## src/rtl/lut_logic_eval_pkg.sv

```systemverilog
// Shared types and width helpers for the LUT evaluator and its minterm scanner.
package lut_eval_pkg;

  typedef enum logic [1:0] {
    ST_IDLE = 2'd0,
    ST_SCAN = 2'd1,
    ST_DONE = 2'd2
  } scan_state_t;

  localparam int DEF_INPUTS = 4;
  localparam int TABLE_W    = 2 ** DEF_INPUTS;

  // Truth-table width for a function of `inputs` variables.
  function automatic int table_width(input int inputs);
    return 2 ** inputs;
  endfunction

  // One extra bit so an all-ones table counts to TABLE_W without overflow.
  function automatic int count_width(input int inputs);
    return inputs + 1;
  endfunction

  // Channel-select width, never narrower than one bit.
  function automatic int sel_width(input int n);
    return (n > 1) ? $clog2(n) : 1;
  endfunction

endpackage

```

## src/rtl/lut_logic_eval_scanner.sv

```systemverilog
// Minterm scanner: walks one truth table bit per cycle and reports its popcount.
//
// state | meaning
// IDLE  | waiting for an accepted start
// SCAN  | accumulating table[idx], one bit per edge
// DONE  | count valid, done pulses for one cycle
module minterm_scanner
  import lut_eval_pkg::*;
#(
  parameter int INPUTS = 4,
  localparam int TW  = table_width(INPUTS),
  localparam int CNW = count_width(INPUTS)
) (
  input  logic           clk,
  input  logic           rst_n,
  input  logic           start,
  input  logic [TW-1:0]  tbl,
  output logic           busy,
  output logic           done,
  output logic [CNW-1:0] count
);

  scan_state_t       state_q, state_d;
  logic [INPUTS-1:0] idx_q, idx_d;
  logic [CNW-1:0]    acc_q, acc_d;
  logic [CNW-1:0]    count_d;
  logic [CNW-1:0]    bit_ext;

  assign bit_ext = CNW'(tbl[idx_q]);

  // State, index, accumulator and result registers.
  always_ff @(posedge clk or negedge rst_n) begin
    if (!rst_n) begin
      state_q <= ST_IDLE;
      idx_q   <= '0;
      acc_q   <= '0;
      count   <= '0;
    end else begin
      state_q <= state_d;
      idx_q   <= idx_d;
      acc_q   <= acc_d;
      count   <= count_d;
    end
  end

  // Next-state logic; idx holds at the last position instead of wrapping.
  always_comb begin
    state_d = state_q;
    idx_d   = idx_q;
    acc_d   = acc_q;
    count_d = count;
    unique case (state_q)
      ST_IDLE: begin
        if (start) begin
          state_d = ST_SCAN;
          idx_d   = '0;
          acc_d   = '0;
        end
      end
      ST_SCAN: begin
        acc_d = acc_q + bit_ext;
        if (idx_q == INPUTS'(TW - 1)) begin
          count_d = acc_q + bit_ext;
          state_d = ST_DONE;
        end else begin
          idx_d = idx_q + INPUTS'(1);
        end
      end
      ST_DONE: state_d = ST_IDLE;
      default: state_d = ST_IDLE;
    endcase
  end

  assign busy = (state_q != ST_IDLE);
  assign done = (state_q == ST_DONE);

endmodule

```

## src/rtl/lut_logic_eval.sv

```systemverilog
// Programmable truth-table LED decoder with per-channel tables and a popcount scanner.
module lut_logic_eval
  import lut_eval_pkg::*;
#(
  parameter int CHANNELS = 3,
  parameter int INPUTS   = 4,
  localparam int TW  = table_width(INPUTS),
  localparam int CW  = sel_width(CHANNELS),
  localparam int CNW = count_width(INPUTS)
) (
  input  logic                       clk,
  input  logic                       rst_n,
  input  logic [CHANNELS*INPUTS-1:0] sw,
  output logic [CHANNELS-1:0]        led,
  input  logic                       cfg_we,
  input  logic [CW-1:0]              cfg_chan,
  input  logic [TW-1:0]              cfg_table,
  output logic                       cfg_ready,
  input  logic                       scan_start,
  input  logic [CW-1:0]              scan_chan,
  output logic                       busy,
  output logic                       done,
  output logic [CNW-1:0]             count
);

  logic [TW-1:0] tbl [CHANNELS];
  logic [TW-1:0] sel_tbl;
  logic [CW-1:0] scan_ch_q;
  logic          wr_ok;
  logic          start_ok;

  assign cfg_ready = ~busy;
  assign wr_ok     = cfg_we && cfg_ready &&
                     ({1'b0, cfg_chan} < (CW + 1)'(CHANNELS));
  assign start_ok  = scan_start && !busy &&
                     ({1'b0, scan_chan} < (CW + 1)'(CHANNELS));

  // Truth-table registers, replaced in full on an accepted write.
  always_ff @(posedge clk or negedge rst_n) begin
    if (!rst_n) begin
      for (int c = 0; c < CHANNELS; c++) tbl[c] <= '0;
    end else begin
      for (int c = 0; c < CHANNELS; c++) begin
        if (wr_ok && cfg_chan == CW'(c)) tbl[c] <= cfg_table;
      end
    end
  end

  // LED outputs look up the pre-write table, so a write shows up one edge later.
  always_ff @(posedge clk or negedge rst_n) begin
    if (!rst_n) begin
      led <= '0;
    end else begin
      for (int c = 0; c < CHANNELS; c++) led[c] <= tbl[c][sw[c*INPUTS +: INPUTS]];
    end
  end

  // Latch the scanned channel when a scan is accepted.
  always_ff @(posedge clk or negedge rst_n) begin
    if (!rst_n) scan_ch_q <= '0;
    else if (start_ok) scan_ch_q <= scan_chan;
  end

  // Route the latched channel's table to the scanner.
  always_comb begin
    sel_tbl = '0;
    for (int c = 0; c < CHANNELS; c++) begin
      if (scan_ch_q == CW'(c)) sel_tbl = tbl[c];
    end
  end

  minterm_scanner #(.INPUTS(INPUTS)) u_scanner (
    .clk   (clk),
    .rst_n (rst_n),
    .start (start_ok),
    .tbl   (sel_tbl),
    .busy  (busy),
    .done  (done),
    .count (count)
  );

endmodule

```

## config.mk

```make
export PLATFORM = sky130hd
export DESIGN_NAME = lut_logic_eval
export DESIGN_NICKNAME = d
export VERILOG_FILES = /design/src/rtl/lut_logic_eval_pkg.sv /design/src/rtl/lut_logic_eval_scanner.sv /design/src/rtl/lut_logic_eval.sv
export SDC_FILE = /design/constraint.sdc
export NUM_CORES = 1
export LEC_CHECK = 0
export CAP_MARGIN = 30
export CORE_AREA = 10 10 93 95
export CTS_CLUSTER_DIAMETER = 40
export DETAILED_ROUTE_END_ITERATION = 10
export DIE_AREA = 0 0 103 105
export PLACE_DENSITY_LB_ADDON = 0.15
export SLEW_MARGIN = 40
export SYNTH_ARGS = -nofsm -noshare
export SYNTH_HDL_FRONTEND = slang
export SYNTH_SLANG_ARGS = --single-unit
export TNS_END_PERCENT = 50
```

## constraint.sdc

```tcl
create_clock -name clk -period 2.8 [get_ports clk]
set_input_delay 0.28 -clock clk [delete_from_list [all_inputs] [get_ports clk]]
set_output_delay 0.28 -clock clk [all_outputs]
set_load 0.05 [all_outputs]
```

==> results of run 1 <==
-- flip-flops by register name, indices dropped and copies added (netlist names) --
signal	flops
led	3
scan_ch_q	2
tbl	48
u_scanner.acc_q	5
u_scanner.count	5
u_scanner.idx_q	4
u_scanner.state_q	2
-- per-stage QoR --
stage / area, sq um / cells
detailed placement: 4155 / 394
finish: 4456 / 419
global route: 4456 / 419
floorplan: 3625 / 274
CTS: 4390 / 411
global placement: 4155 / 394
-- cell families after synthesis --
group	after synthesis
fa+ha+maj	3
xor+xnor	5
mux	81
simple gates	50
buf+inv	27
flops	69
compound gates	39
-- path summary, 6_finish.rpt --
kind	cells past startpoint	slack (ns)	start	endpoint
min in group asynchronous	2	0.52	rst_n	u_scanner.count[4]
hold / removal	1	0.51	u_scanner.count[0]	u_scanner.count[0]
setup reg to reg	10	0.28	u_scanner.idx_q[0]	u_scanner.count[4]
hold reg to reg	1	0.51	u_scanner.count[0]	u_scanner.count[0]
max in group asynchronous	3	1.63	rst_n	tbl[7]
setup / recovery	10	0.28	u_scanner.idx_q[0]	u_scanner.count[4]
-- layout make-up --
type                       instances  area [sq um]
tap                               80         100.1
multi-input combinational        178          1758
fill                             513          2301
inverter                          14         52.55
timing repair buffer              62         590.6
sequential                        69          1729
clock buffer                      12         155.1
clock inverter                     4         70.07
-- synthesized netlist by cell type --
master,number,area share [%]
dfrtp_1,69,48
mux2_2,51,16
inv_1,14,1.4
mux2i_1,14,3.9
o21ai_0,14,1.9
mux4_1,12,8.7
nand2_1,11,1.1
nor2_1,9,0.93
a21oi_1,7,0.97
nand3b_1,7,1.4
o221ai_1,7,1.7
buf_2,6,0.83
nor2b_1,5,0.86
o2111ai_1,5,1.2
mux4_2,4,2.5
xor2_1,4,0.97
buf_4,3,0.62
buf_6,3,0.93
ha_1,3,1.0
nand3_1,3,0.41
and2_1,2,0.35
and3_1,2,0.35
nand2_2,2,0.35
nand2b_1,2,0.35
nor2_2,2,0.35
o211a_1,2,0.55
a22o_1,1,0.24
a31oi_1,1,0.17
a32oi_1,1,0.24
and2b_1,1,0.21
clkbuf_1,1,0.10
nand4_1,1,0.17
nand4b_2,1,0.41
nor2_4,1,0.31
nor3_4,1,0.45
o31ai_1,1,0.21
xnor2_1,1,0.24
-- power groups by stage --
stage / logic (mW) / clock network [mW] / registers, mW
6_report: 2.21 / 0.908 / 1.98
5_1_grt: 2.41 / 0.976 / 2.04
4_1_cts: 2.10 / 0.924 / 1.98
3_5_place_dp: 2.09 / 0 / 2.00
3_3_place_gp: 2.05 / 0 / 1.98
2_1_floorplan: 1.50 / 0 / 1.93
-- per-layer routing --
metal / GRT usage [%] / share of wire (%)
met3: 4.150 / 6.1
met1: 21.28 / 43
met2: 26.56 / 49
met4: 7.157 / 2.2
met5: 0 / 0
-- repair_timing --
action                                  4_1_cts  5_1_grt
buffers inserted                              0        8
resized for setup                             0        3
endpoints found under the setup margin        0        6
hold endpoints to repair                      3        0
hold buffers                                  1        0
==> metrics, run 1 <==
status=completed; row count=30; CTS tree=done; Synth Area in XOR/XNOR=1.208%; DP HPWL=6433 um; Tightest Hold Check Type=reg2reg; Setup crit start kind=flip-flop; minimum clock period=2.519 ns; Seq cells post-synth=69; Setup TNS Final=0 ns; Clock power frac=17.8%; Ys Warns=0; CP peak stage delay=around 0.55 ns; RePlAce Congestion=0.9206; peak supply drop=roughly 0.5 mV; post-synthesis adder-cell area fraction=1.036%; Max clock buf depth=2; Setup WS pre-CTS=0.1437 ns; first-pass GRT wire length=14100 um; sequential element share of the synthesized area=a little under half; Pint=3.203 mW; Die Y-Extent=105 um; total gr overflow=0; Net Switching=1.892 mW; Routed Antenna Nets=0; Via density=roughly 6; Syn Nets=313; die area=approximately 0.011 sq mm; Slew HR=52.02%; final setup fails=0; Lkg Pwr=1.942 nW; CTS clk-pin slew, worst paths=0.07 ns; Fin. Hold Viols=0; critical path's slowest cell=dfrtp_1; Crit path arrival time=about 2.7 ns; part of the power in registers=38.8%; mux cell area share after synthesis=a little under a third; Starting Density=53.65%; H-Tree Level Count=3; post-synthesis instance area=0.003625 sq mm; commonest non-fill, non-tap cell in the layout=dfrtp_1; NumNets Final=373; largest net degree at the start of global routing=40; cell count after synthesis=274; simple-gate area share of the yosys netlist=8.077%; Max FO, Critical Path=9; TritonRoute pass-1 iters=5; synthesis-to-finish area growth=22.92%; total track usage=16.84%; layout cells sized above 1=28.32%; CP Class=reg2reg; Synth Area in Compound Gates=7.214%; routed wire length=8706 um; DR iter-0 viols=about 120; most frequent cells in the layout=67 x dfrtp_1, 51 x mux2_2, 45 x clkdlybuf4s50_1; Max-Cap Viols=0; cts bufs inserted=9; DR WL/cell=20.78 um; hold slack=0.5103 ns; combinational power share=between 40% and 50%; Final period util=between 80 and 90%; worst-margin pin slew=0.7197 ns; PwrDens=1143 mW/mm^2; post-layout util=65.94%; PortBufs=46; delay-heaviest family, CP=compound AO/OA/AOI/OAI gates; Req. time, crit path=3.02 ns; CP Cell Sequence=nor2b_2 > a21oi_1 > o211a_1 > o2111ai_1 > a32oi_1 > ha_1 > ha_1 > nand3_1 > xor2_1 > a21oi_1; Avg Cell Area, Syn=13.23 sq um; switching part of the total=37.13%; Final Power=5.095 mW; largest family of logic cells by synthesized area=multiplexers; final max-slew violation count=0; Clock Skews=0.009168 ns; Fmax=~400 MHz; post-detailed-route DRC marker count=0; clock sinks=69; WP buf/inv=0; CTS root buffer=clkbuf_8; final worst slack=0.2815 ns; die width=a little over 100 um; CP endpoint kind=flip-flop; ANT cells=0; Worst-Skew Late Latency=~0.35 ns; core footprint=roughly 0.0068 sq mm; vias in the first global route=2652; RSZ-0062 raised after global routing=false; Vias=2532; Netlist cell types=37; initial antenna violation count=0; I/O pin total=between 40 and 50
Note: power is estimated with default switching activity, not from simulation.
==> run 2: changes to the inputs <==
CTS_CLUSTER_SIZE = 14   (was unset)
==> results of run 2 <==
No change in the layout: final DEF, timing and power equal those of run 1.
